$ cat src/rtl/pipe_downsizer.sv
// Wide-to-narrow stream converter: one WIDTH_IN word in, WIDTH_IN/WIDTH_OUT beats out, lane 0 first.
// Define PIPE_DOWNSIZER_OUT_REG_EN to put a registered skid slice (pipe_adapter) on the downstream port.

`ifdef PIPE_DOWNSIZER_OUT_REG_EN
module pipe_adapter #(
    parameter int WIDTH = 65
) (
    input  logic             clk,
    input  logic             rst,
    input  logic             s_valid,
    input  logic [WIDTH-1:0] s_data,
    output logic             s_ready,
    output logic             m_valid,
    output logic [WIDTH-1:0] m_data,
    input  logic             m_ready
);
    logic             out_valid_q, out_valid_d;
    logic [WIDTH-1:0] out_data_q, out_data_d;
    logic             skid_valid_q, skid_valid_d;
    logic [WIDTH-1:0] skid_data_q, skid_data_d;

    // s_ready depends only on the skid flop, so nothing combinational crosses the slice
    assign s_ready = !skid_valid_q;
    assign m_valid = out_valid_q;
    assign m_data  = out_data_q;

    always_comb begin
        out_valid_d  = out_valid_q;
        out_data_d   = out_data_q;
        skid_valid_d = skid_valid_q;
        skid_data_d  = skid_data_q;
        if (!out_valid_q || m_ready) begin
            if (skid_valid_q) begin
                out_valid_d  = 1'b1;
                out_data_d   = skid_data_q;
                skid_valid_d = 1'b0;
            end else begin
                out_valid_d = s_valid;
                if (s_valid) begin
                    out_data_d = s_data;
                end
            end
        end else if (s_valid && s_ready) begin
            skid_valid_d = 1'b1;
            skid_data_d  = s_data;
        end
    end

    always_ff @(posedge clk or posedge rst) begin
        if (rst) begin
            out_valid_q  <= 1'b0;
            out_data_q   <= '0;
            skid_valid_q <= 1'b0;
            skid_data_q  <= '0;
        end else begin
            out_valid_q  <= out_valid_d;
            out_data_q   <= out_data_d;
            skid_valid_q <= skid_valid_d;
            skid_data_q  <= skid_data_d;
        end
    end
endmodule
`endif

module pipe_downsizer #(
    parameter int WIDTH_IN  = 512,
    parameter int WIDTH_OUT = 64
) (
    input  logic                 clk,
    input  logic                 rst,
    input  logic                 us_valid,
    input  logic [WIDTH_IN-1:0]  us_data,
    output logic                 us_ready,
    output logic                 ds_valid,
    output logic [WIDTH_OUT-1:0] ds_data,
    output logic                 ds_last,
    input  logic                 ds_ready
);
    localparam int RATIO = WIDTH_IN / WIDTH_OUT;
    localparam int CNT_W = (RATIO > 1) ? $clog2(RATIO) : 1;
    localparam logic [CNT_W-1:0] LAST_LANE = CNT_W'(RATIO - 1);

    generate
        if (RATIO < 2 || RATIO * WIDTH_OUT != WIDTH_IN) begin : g_bad_ratio
            $error("pipe_downsizer: WIDTH_IN must be an integer multiple (>=2) of WIDTH_OUT");
        end
    endgenerate

    typedef enum logic {
        S_IDLE,
        S_EMIT
    } state_t;

    state_t                state_q, state_d;
    logic [CNT_W-1:0]      cnt_q, cnt_d;
    logic [WIDTH_IN-1:0]   hold_q, hold_d;

    logic [WIDTH_OUT-1:0]  lanes [RATIO];
    logic                  emit_valid;
    logic                  emit_last;
    logic [WIDTH_OUT-1:0]  emit_data;
    logic                  int_ready;
    logic                  us_hs;
    logic                  beat_hs;

    for (genvar i = 0; i < RATIO; i++) begin : g_lane
        assign lanes[i] = hold_q[i*WIDTH_OUT +: WIDTH_OUT];
    end

    assign emit_valid = (state_q == S_EMIT);
    assign emit_last  = emit_valid && (cnt_q == LAST_LANE);
    assign emit_data  = lanes[cnt_q];

    // Only combinational ready path: a new word may land in the same cycle the last lane leaves
    assign us_ready = !rst && ((state_q == S_IDLE) || ((cnt_q == LAST_LANE) && int_ready));
    assign us_hs    = us_valid && us_ready;
    assign beat_hs  = emit_valid && int_ready;

`ifdef PIPE_DOWNSIZER_OUT_REG_EN
    logic                 slice_s_ready;
    logic [WIDTH_OUT:0]   slice_m_data;

    pipe_adapter #(
        .WIDTH (WIDTH_OUT + 1)
    ) u_out_slice (
        .clk     (clk),
        .rst     (rst),
        .s_valid (emit_valid),
        .s_data  ({emit_last, emit_data}),
        .s_ready (slice_s_ready),
        .m_valid (ds_valid),
        .m_data  (slice_m_data),
        .m_ready (ds_ready)
    );

    assign int_ready = slice_s_ready;
    assign ds_last   = slice_m_data[WIDTH_OUT];
    assign ds_data   = slice_m_data[WIDTH_OUT-1:0];
`else
    assign int_ready = ds_ready;
    assign ds_valid  = emit_valid;
    assign ds_last   = emit_last;
    assign ds_data   = emit_data;
`endif

    always_comb begin
        state_d = state_q;
        cnt_d   = cnt_q;
        hold_d  = hold_q;
        case (state_q)
            S_IDLE: begin
                if (us_hs) begin
                    hold_d  = us_data;
                    cnt_d   = '0;
                    state_d = S_EMIT;
                end
            end
            S_EMIT: begin
                if (beat_hs) begin
                    if (cnt_q != LAST_LANE) begin
                        cnt_d = cnt_q + CNT_W'(1);
                    end else if (us_hs) begin
                        hold_d = us_data;
                        cnt_d  = '0;
                    end else begin
                        cnt_d   = '0;
                        state_d = S_IDLE;
                    end
                end
            end
            default: begin
                cnt_d   = '0;
                state_d = S_IDLE;
            end
        endcase
    end

    always_ff @(posedge clk or posedge rst) begin
        if (rst) begin
            state_q <= S_IDLE;
            cnt_q   <= '0;
            hold_q  <= '0;
        end else begin
            state_q <= state_d;
            cnt_q   <= cnt_d;
            hold_q  <= hold_d;
        end
    end
endmodule

$ cat config.mk
export PLATFORM = sky130hd
export DESIGN_NAME = pipe_downsizer
export DESIGN_NICKNAME = d
export VERILOG_FILES = /design/src/rtl/pipe_downsizer.sv
export SDC_FILE = /design/constraint.sdc
export NUM_CORES = 1
export LEC_CHECK = 0
export ABC_AREA = 1
export CAP_MARGIN = 40
export CORE_AREA = 2 2 224 226
export DETAILED_ROUTE_END_ITERATION = 16
export DIE_AREA = 0 0 226 228
export MAX_ROUTING_LAYER = met4
export PLACE_DENSITY = 0.86
export SYNTH_ARGS = -nofsm -noshare
export SYNTH_HDL_FRONTEND = slang
export SYNTH_HIERARCHICAL = 1
export SYNTH_SLANG_ARGS = --single-unit
export TNS_END_PERCENT = 1
$ cat constraint.sdc
create_clock -name clk -period 42.7 [get_ports clk]
set_input_delay 6.405 -clock clk [delete_from_list [all_inputs] [get_ports clk]]
set_output_delay 6.405 -clock clk [all_outputs]
set_load 0.01 [all_outputs]
==> out/summary.txt <==
largest net degree at the start of global routing = 240
fin util = 0.709
# setup viols final = 0
Yosys top cell area share = 0.473
Clock Tree Buf Depth = 3
most used cell, CP = clkdlybuf4s50_1
Power Density = 71.1 mW/mm^2
yosys warns = 6
first-pass GRT wire length = 141 mm
core area = 0.0493 mm^2
#FFs+latches synth = 516
Antenna Nets Post-Route = 0
top post-synthesis cells by area = dfrtp_1 (47%), nand2_1 (26%), nand3_1 (14%), inv_1 (7.1%), buf_2 (2.1%)
fin nets = 4,868
routed len/inst = 17.8 um
die area = 0.0515 mm^2
total CTS buffers = 55
period utilisation layout = 0.340
EDFF count, synth = 0
Sw Pwr = 1.04 mW
worst min-delay path category = flop to flop
post-route insts no fill = 5,111
initial antenna violation count = 43
Final min period = 14,520 ps
status = finished, final reports clean
GRT Overall Usage = 0.362
synth unique cells = 16
vias in the first global route = 25.0k
max_cap viols = 0
Worst Skew = 12.7 ps
Routed Wire Length = 91.2 mm
Max transition margin = 0.195
multi-input logic area = 0.0109 mm^2
CP startpoint kind = primary input
cell breakdown of the critical path = clkdlybuf4s50_1 -> nand2_1 -> a21oi_4 -> clkdlybuf4s50_1
Worst Setup End Kind = output pin
synth cell count leaders = nand2_1 (1,862), nand3_1 (772), inv_1 (517)
Critical-path top delay cell = clkdlybuf4s50_1
reg-to-reg startpoint = cnt_q[1]$_DFFE_PP0P_
Vert. Die Dim = 228 um
Post-Syn Nets = 4,462
DIE WIDTH = 226 um
Max Fclk = 0.0689 GHz
fin area = 0.0350 mm^2
CP max FO = 4
Final Hold Viols = 0
post-CTS sizing = 0
Lkg Pwr = 19.1 nW
Register Area = 0.0129 mm^2
placed cell areas = 0.0330 mm^2
maximum resistive drop on vdd = 0.0387 mV
share of cells above drive strength 1 = 0.0298
via count = 27.1k
DR iter-0 viols = 3,437
Clock H-tree levels = 2
CTS Hold Bufs = 0
setup TNS = 0 ps
clk sinks = 516
Post-synth ARST share = 1.00
Internal = 1.44 mW
max-slew violations = 0
via density per instance = 5.31
Starting Density = 0.553
clock transition at the registers of the reported paths = 60 ps
Worst Path Arrival = 8120 ps
Std-Cell Rows = 82
Hold Crit Start = hold_q[394]$_DFFE_PP0P_
num ports = 583
Cells after Synth = 3,944
Worst EP required = 36,290 ps
worst skew pair latency = 610 ps
total grt overflow = 0
area of the mapped netlist = 0.0273 mm^2
TritonCTS clock tree = done
syn avg cell area = 6.92 um^2
most frequent cell after synthesis = nand2_1
leading area contributor after synthesis = dfrtp_1
Syn-to-layout area delta = 28.2%
Root Buffer = clkbuf_16
Most used DFF post-synth = dfrtp_1
GPL Wtd Cong = 0.995
measured slew at the worst slew-check pin = 1210 ps
sequential share of power = 0.339
Worst path max stage delay = 630 ps
router iterations before antenna repair = 5
Setup crit start = ds_ready
Post-CTS Setup Bufs = 0
Clock power frac = 0.201
Filler Cells Inserted = 3,881
post-DP HPWL = 59.4 mm
register area share after synthesis = 0.473
Placed Cells = 4,965
I/O Buffers = 582
RSZ-0062 raised after global routing = no
Remaining DRCs = 0
Sw Share = 0.420
Comb pwr share = 0.459
Crit Path Class = primary input to output pin
smallest hold slack = 467 ps
==> sequential cells by signal (all words and copies together) (netlist names) <==
name and flops:
cnt_q 3, hold_q 512, ds_valid 1
==> per-layer routing <==
layer  vias to the layer above  track usage  wire length, um
met1                     12700        0.504            37400
met4                         0        0.197             5180
met5                         -            -                0
met2                      1393        0.504            39900
li1                      12800            -                -
met3                       280       0.0629             8740
==> power groups by stage <==
stage | clock (mW) | combinational [mW] | sequential (mW)
global route | 0.523 | 1.28 | 0.871
CTS | 0.504 | 1.13 | 0.842
detailed placement | 0 | 1.12 | 0.846
global placement | 0 | 1.08 | 0.837
floorplan | 0 | 0.723 | 0.812
finish | 0.501 | 1.14 | 0.845
==> layout by cell type (no fill, tap or decap), types with 2 or more instances in the layout <==
master              n
clkbuf_1           14
buf_4              20
clkdlybuf4s50_1   581
ha_1                2
clkbuf_16          57
buf_12              7
dfrtp_4             2
clkbuf_8           11
nand2_1          1862
inv_8               2
diode_2            47
nand3_1           772
inv_1             514
o21ai_0             2
buf_16              8
clkinv_2           10
bufinv_16           6
dfrtp_1           513
==> critical path, delay by kind of cell <==
family                 cells  cell delay, ps
AND/OR/NAND/NOR            1             120
AO/OA/AOI/OAI              1             440
buffers and inverters      2            1140
==> path summary, 6_finish.rpt <==
| kind | end | slack [ps] | cells after the start |
|---|---|---|---|
| max | us_ready | 28180 | 4 |
| min | hold_q[394]$_DFFE_PP0P_ | 470 | 2 |
| max reg2reg | hold_q[356]$_DFFE_PP0P_ | 37490 | 10 |
| min reg2reg | hold_q[394]$_DFFE_PP0P_ | 470 | 2 |
| max in group asynchronous | hold_q[377]$_DFFE_PP0P_ | 34950 | 3 |
| min in group asynchronous | hold_q[190]$_DFFE_PP0P_ | 6380 | 2 |
==> final cells by class <==
class	instances	area share
Antenna cell	47	0.00336
Clock buffer	82	0.0466
Clock inverter	17	0.00683
Inverter	518	0.0561
Multi-Input combinational cell	2642	0.313
Sequential cell	516	0.369
Tap cell	672	0.0240
Timing Repair Buffer	617	0.181
==> logic make-up after synthesis <==
family / after synthesis / synth area share
compound gates: 3 / 0.000550
fa+ha+maj: 2 / 0.000917
buf+inv: 786 / 0.127
flops: 516 / 0.473
simple gates: 2637 / 0.399
==> through the flow <==
stage	power [mW]	setup WS, ps
2_1_floorplan	1.54	21860
3_3_place_gp	1.92	28190
3_5_place_dp	1.97	28180
4_1_cts	2.48	28170
5_1_grt	2.67	28150
6_report	2.49	28180
No activity file was read; power rests on OpenSTA's default activity.
